### config.mk
export PLATFORM = sky130hd
export DESIGN_NAME = bus_arbiter_16bit
export DESIGN_NICKNAME = d
export VERILOG_FILES = /design/src/rtl/bus_arb_pkg.sv /design/src/rtl/arb_rr_pick.sv /design/src/rtl/bus_arbiter_16bit.sv
export SDC_FILE = /design/constraint.sdc
export NUM_CORES = 1
export LEC_CHECK = 0
export BUFFER_PORTS_ARGS = -buffer_cell sky130_fd_sc_hd__buf_2
export CORE_MARGIN = 10
export CORE_UTILIZATION = 33
export CTS_BUF_LIST = sky130_fd_sc_hd__clkbuf_8 sky130_fd_sc_hd__clkbuf_16
export CTS_CLUSTER_DIAMETER = 80
export DETAILED_ROUTE_END_ITERATION = 16
export PLACE_DENSITY = 0.82
export SETUP_SLACK_MARGIN = 0.1
export SLEW_MARGIN = 20
export SYNTH_ARGS = -nofsm -noshare
export SYNTH_HDL_FRONTEND = slang
export SYNTH_SLANG_ARGS = --single-unit
### constraint.sdc
create_clock -name clk -period 1.8 [get_ports clk]
set_input_delay 0.18 -clock clk [delete_from_list [all_inputs] [get_ports clk]]
set_output_delay 0.18 -clock clk [all_outputs]
set_load 0.05 [all_outputs]
### src/rtl/bus_arb_pkg.sv
// bus_arb_pkg: shared types and default parameters for the 2-way bus arbiter.
//   state_e         : arbiter FSM states (IDLE, OWN0, OWN1)
//   DATA_W_DEF      : default datapath width
//   TIMEOUT_CYC_DEF : default maximum ownership length (timeout build only)
package bus_arb_pkg;
  typedef enum logic [1:0] {IDLE, OWN0, OWN1} state_e;
  localparam int DATA_W_DEF = 16;
  localparam int TIMEOUT_CYC_DEF = 15;
endpackage

### src/rtl/arb_rr_pick.sv
// arb_rr_pick: combinational 2-way round-robin picker.
//   req0, req1 : eligible requests
//   rr_last    : most recently granted requester (loses a tie)
//   pick_valid : at least one request present
//   pick       : chosen requester (0 or 1), meaningful when pick_valid
module arb_rr_pick (
  input  logic req0,
  input  logic req1,
  input  logic rr_last,
  output logic pick_valid,
  output logic pick
);
  assign pick_valid = req0 | req1;
  // req1 wins unless req0 is also asking and req1 was served last
  assign pick = req1 & ~(req0 & rr_last);
endmodule

### src/rtl/bus_arbiter_16bit.sv
// bus_arbiter_16bit: round-robin burst arbiter sharing one datapath between two requesters.
//   clk, rst_n          : clock, asynchronous active-low reset
//   req0/1, last0/1     : burst request and final-beat flag per requester
//   in0/1               : requester data
//   gnt0/1, sel         : registered grants and mux select
//   out_data, out_valid : combinational shared-bus beat toward the consumer
//   out_ready           : consumer accepts the beat
//   timeout_err         : one-cycle pulse after a forced release
// Define BUS_ARB_TIMEOUT_EN to bound ownership to TIMEOUT_CYC cycles; otherwise
// timeout_err is tied low and a burst may hold the bus indefinitely.
module bus_arbiter_16bit
  import bus_arb_pkg::*;
#(
  parameter int DATA_W = DATA_W_DEF,
  parameter int TIMEOUT_CYC = TIMEOUT_CYC_DEF
) (
  input  logic              clk,
  input  logic              rst_n,
  input  logic              req0,
  input  logic              req1,
  input  logic              last0,
  input  logic              last1,
  input  logic [DATA_W-1:0] in0,
  input  logic [DATA_W-1:0] in1,
  output logic              gnt0,
  output logic              gnt1,
  output logic              sel,
  output logic [DATA_W-1:0] out_data,
  output logic              out_valid,
  input  logic              out_ready,
  output logic              timeout_err
);
  state_e state_q, state_d;
  logic gnt0_q, gnt0_d, gnt1_q, gnt1_d, sel_q, sel_d, rr_last_q, rr_last_d;
  logic r0, r1, tmo, xfer, own_req, own_last, other_req, done, grant, gnt_to;
  logic pick_valid, pick;

  assign out_data  = sel_q ? in1 : in0;
  assign out_valid = (gnt0_q & req0) | (gnt1_q & req1);
  assign gnt0 = gnt0_q;
  assign gnt1 = gnt1_q;
  assign sel  = sel_q;
  assign xfer = out_valid & out_ready;

  // while owning, sel identifies the owner
  assign own_req   = sel_q ? req1 : req0;
  assign own_last  = sel_q ? last1 : last0;
  assign other_req = sel_q ? r0 : r1;
  assign done  = (state_q != IDLE) & ((xfer & own_last) | ~own_req | tmo);
  assign grant = (state_q == IDLE) ? pick_valid : done & other_req;
  assign gnt_to = (state_q == IDLE) ? pick : ~sel_q;

  arb_rr_pick u_pick (
    .req0      (r0),
    .req1      (r1),
    .rr_last   (rr_last_q),
    .pick_valid(pick_valid),
    .pick      (pick)
  );

  always_comb begin
    state_d   = grant ? (gnt_to ? OWN1 : OWN0) : done ? IDLE : state_q;
    gnt0_d    = grant ? ~gnt_to : done ? 1'b0 : gnt0_q;
    gnt1_d    = grant ? gnt_to : done ? 1'b0 : gnt1_q;
    sel_d     = grant ? gnt_to : sel_q;
    rr_last_d = grant ? gnt_to : rr_last_q;
  end

  always_ff @(posedge clk or negedge rst_n) begin
    if (!rst_n) begin
      state_q   <= IDLE;
      gnt0_q    <= 1'b0;
      gnt1_q    <= 1'b0;
      sel_q     <= 1'b0;
      rr_last_q <= 1'b1;
    end else begin
      state_q   <= state_d;
      gnt0_q    <= gnt0_d;
      gnt1_q    <= gnt1_d;
      sel_q     <= sel_d;
      rr_last_q <= rr_last_d;
    end
  end

`ifdef BUS_ARB_TIMEOUT_EN
  localparam int CW = $clog2(TIMEOUT_CYC + 1);
  logic [CW-1:0] cnt_q, cnt_d;
  logic blk0_q, blk0_d, blk1_q, blk1_d, terr_q;

  // a timed-out requester stays ineligible until it drops req once
  assign r0  = req0 & ~blk0_q;
  assign r1  = req1 & ~blk1_q;
  assign tmo = (state_q != IDLE) & ~((xfer & own_last) | ~own_req) & (cnt_q == CW'(TIMEOUT_CYC - 1));
  assign timeout_err = terr_q;

  always_comb begin
    cnt_d  = (grant | done) ? '0 : (state_q != IDLE) ? cnt_q + 1'b1 : cnt_q;
    blk0_d = (blk0_q & req0) | (tmo & ~sel_q);
    blk1_d = (blk1_q & req1) | (tmo & sel_q);
  end

  always_ff @(posedge clk or negedge rst_n) begin
    if (!rst_n) begin
      cnt_q  <= '0;
      blk0_q <= 1'b0;
      blk1_q <= 1'b0;
      terr_q <= 1'b0;
    end else begin
      cnt_q  <= cnt_d;
      blk0_q <= blk0_d;
      blk1_q <= blk1_d;
      terr_q <= tmo;
    end
  end
`else
  assign r0  = req0;
  assign r1  = req1;
  assign tmo = 1'b0;
  assign timeout_err = 1'b0;
`endif
endmodule

### Yosys cells after proc, flatten, opt, wreduce, memory -nomap -nowiden

Cells that the tools add are included.

| operators by class | value |
|---|---|
| muxes and demuxes | 12 |
| bitwise logic cells | 15 |
| reductions and logical operators | 3 |

Operators with widths:

| cell | number |
|---|---|
| 2-to-1 mux 16 bit | 1 |
| AND 1 bit | 8 |
| 2-to-1 mux 1 bit | 8 |
| 2-to-1 mux 2 bit | 3 |
| inverter 1 bit | 4 |
| nonzero test 2 bit | 2 |
| OR 1 bit | 3 |
| logical NOT 2 bit | 1 |

| word-level totals | value |
|---|---|
| register bits | 6 |
| input bits | 39 |

### Logic depth before layout (Yosys ltp)

Gate-level depths: netlist of the first run.

| logic depth | value |
|---|---|
| word-level depth | 9 |
| depth in mapped cells | 5 |
| mapped depth without buffers | 4 |

### Modules after synthesis

From an unflattened synthesis of the first run, not the netlist that was laid out.

| unflattened totals | value |
|---|---|
| cells, all modules | 56 |
| area total of the unflattened synthesis | 499.2 um2 |

By module, submodules not included:

| module | times used | cells an instance | area each (um2) | sequential area each (um2) |
|---|---|---|---|---|
| bus_arbiter_16bit | 1 | 54 | 485.5 | 101.3 |
| arb_rr_pick | 1 | 2 | 13.8 | 0.0 |

### Worst setup path after synthesis of the first run

Ideal clock, no wire load.

| timing path | value |
|---|---|
| path kind | register -> output |
| start | register sel_q (netlist: sel) |
| end | output port out_data[0] |
| arrival time | 1.520 ns |
| path slack | 0.100 ns |
| stages on the path, launching flop included | 4 |
| cells stage by stage | dfrtp_1 buf_4 buf_2 mux2_2 |

| between the ends | value |
|---|---|
| longest elaborated chain between the ends | 1 |

RTL lines:

| item | line | source |
|---|---|---|
| start: declaration | bus_arbiter_16bit.sv:34 | `logic gnt0_q, gnt0_d, gnt1_q, gnt1_d, sel_q, sel_d, rr_last_q, rr_last_d;` |
| start signal: assignment | bus_arbiter_16bit.sv:80 | `sel_q <= sel_d;` |
| 2-to-1 mux 16 bit | bus_arbiter_16bit.sv:38 | `assign out_data = sel_q ? in1 : in0;` |
| end: declaration | bus_arbiter_16bit.sv:28 | `output logic [DATA_W-1:0] out_data,` |

Every way passes these cells.

### Worst setup path in the final report of the first run

| timing path | value |
|---|---|
| start | register sel_q (netlist: sel) |
| end | output port out_data[9] |

Same word-level chain as after synthesis.

==> results.toml, run 1 <==
[timing]
hold_violations = 0
max_freq_mhz = 616
finalClockSkew_ns = 0.00993
grt_setup_unrepaired = "no"
fin_setup_tns_ns = 0
setup_violations = 0
period_share = 0.901
finalMaxSlewViolations = 0
post-route-min-period_ns = 1.62

[synth]
ys_seq_area_frac = 0.184
synthSimpleGateAreaFrac = 0.120
synth_top_family_by_area = "multiplexers"
syn_avg_cell_area_sq_um = 8.90
syn_inst = 62
ys_types = 32
ys_warn_count = 0
synth-seq-cells = 4
synth_xor_area_frac = 0
synth_compound_area_frac = 0.249
synthMuxAreaShare = 0.363
synthAdderAreaFrac = 0
syn_nets = 101
syn-cell-area_sq_um = 552

[cells_and_area]
fin_cells = 136
drive_gt1_frac = 0.683
final_nets = 160
layout_common_cells = "buf_2, mux2_2, a21oi_1"
area_growth_pct = 61.5
fin_util = 0.578
final_common_cell = "buf_2"
diodes = 0

[clock_network]
cts_made_buffers = 3
clock-sinks = 4
htree_levels = 1
clk_pin_slew_ns = 0.04
clkLatencyLatePin_ns = 0.23
cts_setup_buffers = 0
cts_root_buf = "clkbuf_8"
cts_tree = "built"
clock_path_buffers = 2

[routing]
drc = 0
viasPerCell = 5.34
postRouteAntennaNets = 0
drt_iter0_drc = 10
wire_per_inst_microns = 17.0
dr.pass1.iters = 4
vias = 726
finalWirelength_mm = 2.31

[power_and_ir_drop]
ir_drop_mv = 0.937
total_power_mw = 1.67
leakagePower_nw = 0.465
powerDensity_nw_per_um2 = 1870

[global_route]
grt_first_pass_wirelength_mm = 3.43
grt_overflow = 0
antenna_found_initial = 0
grtUsageTotal = 0.123
grt_pass1_vias = 788
grt_max_degree = 20

[worst_setup_path]
r2r_cells = 4
cp_top_family = "flip-flops"
crit_slowest_cell = "dfrtp_2"
r2r_end = "gnt0"
end_kind = "output port"
crit_required_ns = 1.62
critPathLaunchType = "flip-flop"
rrSetupSlack_ns = 0.25
crit_fanout = 19
r2r_start = "sel"
worstPathCellList = "mux2_2 -> buf_2"
slowest_delay_ns = 0.60
crit_arrival_ns = 1.44
crit_type = "flip-flop to output port"
path_buf_inv = 1

[floorplan]
chipHeight_microns = 60.9
die_x_microns = 60.9
start_util = 0.358
rows = 14
ios = 60
dieArea_sq_um = 3710
core_area_sq_um = 1540

[placement]
port_buffers = 58
dpl.cell_count = 131
hpwl_mm = 2.01
gp_congestion = 0.757

[worst_hold_path]
worstHoldPathType = "input port to async pin"

[job]
maxCapViolCount = 0

[run_status]
status = "finished clean"
[report_power, final]
group / switching, mW / internal [mW] / leakage (nW)
logic: 0.797 / 0.397 / 0.393
registers: 0.124 / 0.145 / 0.0450
clock network: 0.0601 / 0.147 / 0.0269
[worst reg2reg max path: cells and delay by family, from the launching register on]
kind / cells / cell delay (ns)
compound gates: 1 / 0.26
flops: 1 / 0.60
mux: 2 / 0.36
simple gates: 1 / 0.23
[area by class of cell]
type	count	area [sq um]
Tap cell	16	20.0
Multi-Input combinational cell	50	408
Clock inverter	1	3.75
Inverter	2	7.51
Clock buffer	3	41.3
Fill cell	142	651
Sequential cell	4	103
Timing Repair Buffer	60	308
[logic make-up after synthesis]
kind of cell,count (synthesis)
multiplexers,18
buffers and inverters,8
AO/OA/AOI/OAI,19
flip-flops,4
AND/OR/NAND/NOR,12
other,1
[how the worst max path moves through the flow]
stage | from | to | cells after the start
2_1_floorplan | gnt1 | gnt1 | 3
3_3_place_gp | sel | gnt0 | 4
3_5_place_dp | sel | gnt0 | 4
4_1_cts | sel | out_data[9] | 2
5_1_grt | sel | gnt0 | 4
6_report | sel | out_data[9] | 2
[state kept, by name, indices dropped and copies added, names as in the netlist]
name,count
gnt0,1
sel,1
gnt1,1
rr_last_q,1
[synthesized netlist by cell type]
cell,number,area [sq um]
inv_1,2,7.51
a21boi_0,1,7.51
o221ai_1,1,8.76
conb_1,1,3.75
and2_1,1,6.26
o21bai_1,1,7.51
o32ai_1,1,8.76
o211ai_1,1,7.51
or2_1,1,6.26
clkbuf_2,1,5.00
o21ai_0,1,5.00
o22ai_1,1,6.26
dfstp_2,1,26.3
nor2_1,3,11.3
mux2i_1,2,20.0
a211oi_2,1,12.5
o31a_1,1,8.76
buf_2,3,15.0
mux2_2,16,180
a21o_1,1,7.51
nor2b_1,1,6.26
a22o_1,1,8.76
nand2b_1,2,12.5
buf_4,2,15.0
nand2_1,1,3.75
a21bo_2,1,10.0
a311oi_1,1,8.76
and2b_1,1,7.51
a21oi_1,6,30.0
nor3_1,1,5.00
dfrtp_1,3,75.1
nand3b_1,1,7.51
[through the flow]
step / cell area [sq um] / setup slack, ns / hold WS (ns)
finish: 891 / 0.178 / 0.279
global route: 891 / 0.104 / 0.305
CTS: 891 / 0.164 / 0.277
detailed placement: 836 / 0.252 / -0.00993
global placement: 836 / 0.340 / -0.0110
floorplan: 553 / 0.167 / -0.116
[layer usage]
layer | track usage | part of all wire
met5 | 0 | 0
met4 | 0.0470 | 0.011
met3 | 0.0939 | 0.19
met2 | 0.199 | 0.42
met1 | 0.116 | 0.37
[repair_timing]
item                      4_1_cts  5_1_grt
hold buffers                    1        0
hold endpoints to repair        4        0
resized for setup               0        0
Note: power is estimated with default switching activity, not from simulation.
==> inputs of run 2 (changes only) <==
--- a/config.mk
+++ b/config.mk
@@ -11,7 +11,9 @@
 export CTS_BUF_LIST = sky130_fd_sc_hd__clkbuf_8 sky130_fd_sc_hd__clkbuf_16
 export CTS_CLUSTER_DIAMETER = 80
 export DETAILED_ROUTE_END_ITERATION = 16
+export GPL_TIMING_DRIVEN = 1
 export PLACE_DENSITY = 0.82
+export RECOVER_POWER = 25
 export SETUP_SLACK_MARGIN = 0.1
 export SLEW_MARGIN = 20
 export SYNTH_ARGS = -nofsm -noshare
==> results.toml, run 2 (synthesis gave the netlist of run 1 again) <==
[run_status]
status = "finished clean"

[worst_setup_path]
crit_slowest_cell = "dfrtp_2"
end_kind = "output port"
r2r_cells = 4
r2r_end = "gnt0"
crit_type = "flip-flop to output port"
worstPathCellList = "mux2_2 -> buf_2"
crit_fanout = 19
cp_top_family = "flip-flops"
rrSetupSlack_ns = 0.25
path_buf_inv = 1
slowest_delay_ns = 0.60
critPathLaunchType = "flip-flop"
r2r_start = "sel"
crit_required_ns = 1.62
crit_arrival_ns = 1.44

[timing]
fin_setup_tns_ns = 0
max_freq_mhz = 617
post-route-min-period_ns = 1.62
finalMaxSlewViolations = 0
hold_violations = 0
setup_ws_ns = 0.178
hold_slack_ns = 0.313
finalClockSkew_ns = 0.00958
max-slew-margin-rel = 0.593
worst_slew_pin_slew_ns = 0.613
period_share = 0.901
grt_setup_unrepaired = "no"
setup_violations = 0

[floorplan]
rows = 14
dieArea_sq_um = 3710
chipHeight_microns = 60.9
die_x_microns = 60.9
core_area_sq_um = 1540
start_util = 0.358
ios = 60

[power_and_ir_drop]
ir_drop_mv = 0.933
powerDensity_nw_per_um2 = 1880
leakagePower_nw = 0.453

[placement]
hpwl_mm = 2.01
place_ws_ns = 0.252
gp_congestion = 0.757
port_buffers = 58

[cells_and_area]
diodes = 0
final_common_cell = "buf_2"
drive_gt1_frac = 0.650
final_nets = 160
area_growth_pct = 60.5
multi_input_area_sq_um = 408
layout_common_cells = "buf_2, mux2_2, a21oi_1, clkbuf_1"
final-seq-area_sq_um = 103
fillerInstances = 145

[global_route]
grt_overflow = 0
grt_pass1_vias = 788
grtUsageTotal = 0.123
grt_first_pass_wirelength_mm = 3.43
antenna_found_initial = 0
grt_max_degree = 20

[routing]
drt_iter0_drc = 11
postRouteAntennaNets = 0
viasPerCell = 5.39
drc = 0
vias = 733
finalWirelength_mm = 2.32
dr.pass1.iters = 4
wire_per_inst_microns = 17.0

[clock_network]
post_cts_resized = 0
cts_made_buffers = 3
clock_path_buffers = 2
clkLatencyLatePin_ns = 0.23
cts_tree = "built"
clock-sinks = 4
clk_pin_slew_ns = 0.04
htree_levels = 1
cts_root_buf = "clkbuf_8"

[worst_hold_path]
worstHoldPathType = "input port to async pin"

[job]
maxCapViolCount = 0
[run 2: cell count changes in the layout (fill, tap and decap cells not counted), sizes merged]
cell	previous run	this run
buf	59	55
clkbuf	3	7
[run 2: power by group]
part	total, mW	leakage (nW)	internal (mW)	switching [mW]
clock	0.206	0.0269	0.147	0.0597
sequential	0.269	0.0450	0.145	0.124
combinational	1.19	0.381	0.388	0.799
total	1.66	0.453	0.679	0.984
[run 2: worst reg2reg max path: cells and delay by family (launching register included)]
family,cells,cell delay [ns]
and+or+nand+nor,1,0.23
AOI/OAI and AO/OA,1,0.26
muxes,2,0.36
DFF,1,0.60
[run 2: layout make-up]
type | count | area share
multi-input cells | 50 | 0.460
repair buffers | 60 | 0.342
flip-flops and latches | 4 | 0.116
clock buffers | 3 | 0.0466
well taps | 16 | 0.0226
inverters | 2 | 0.00847
clock inverters | 1 | 0.00424
[run 2: stage by stage]
| step | power [mW] | instance area (sq um) | instances | utilization |
|---|---|---|---|---|
| finish | 1.66 | 886 | 136 | 0.575 |
| floorplan | 1.22 | 553 | 62 | - |
| CTS | 1.68 | 891 | 136 | 0.578 |
| detailed placement | 1.47 | 836 | 131 | 0.542 |
| global placement | 1.44 | 836 | 131 | 0.542 |
| global route | 1.75 | 886 | 136 | 0.575 |
[run 2: repair_timing]
item                                    CTS  global route
hold buffers                              1             0
endpoints found under the hold margin     4             0
endpoints found under the setup margin    0             0
buffers inserted                          0             0
[run 2: worst max-delay path by stage]
stage | startpoint | endpoint | slack [ns] | depth (start not counted)
finish | sel | out_data[9] | 0.18 | 2
global route | sel | gnt0 | 0.10 | 4
floorplan | gnt1 | gnt1 | 0.17 | 3
global placement | sel | gnt0 | 0.34 | 4
detailed placement | sel | gnt0 | 0.25 | 4
CTS | sel | out_data[9] | 0.16 | 2
[run 2: routing by layer]
layer,track usage,wire length (microns),vias up,share of wire
met3,0.0939,445,5,0.19
met5,0,0,-,0
met2,0.199,976,63,0.42
met1,0.116,870,321,0.38
li1,-,-,344,-
met4,0.0470,26,0,0.011
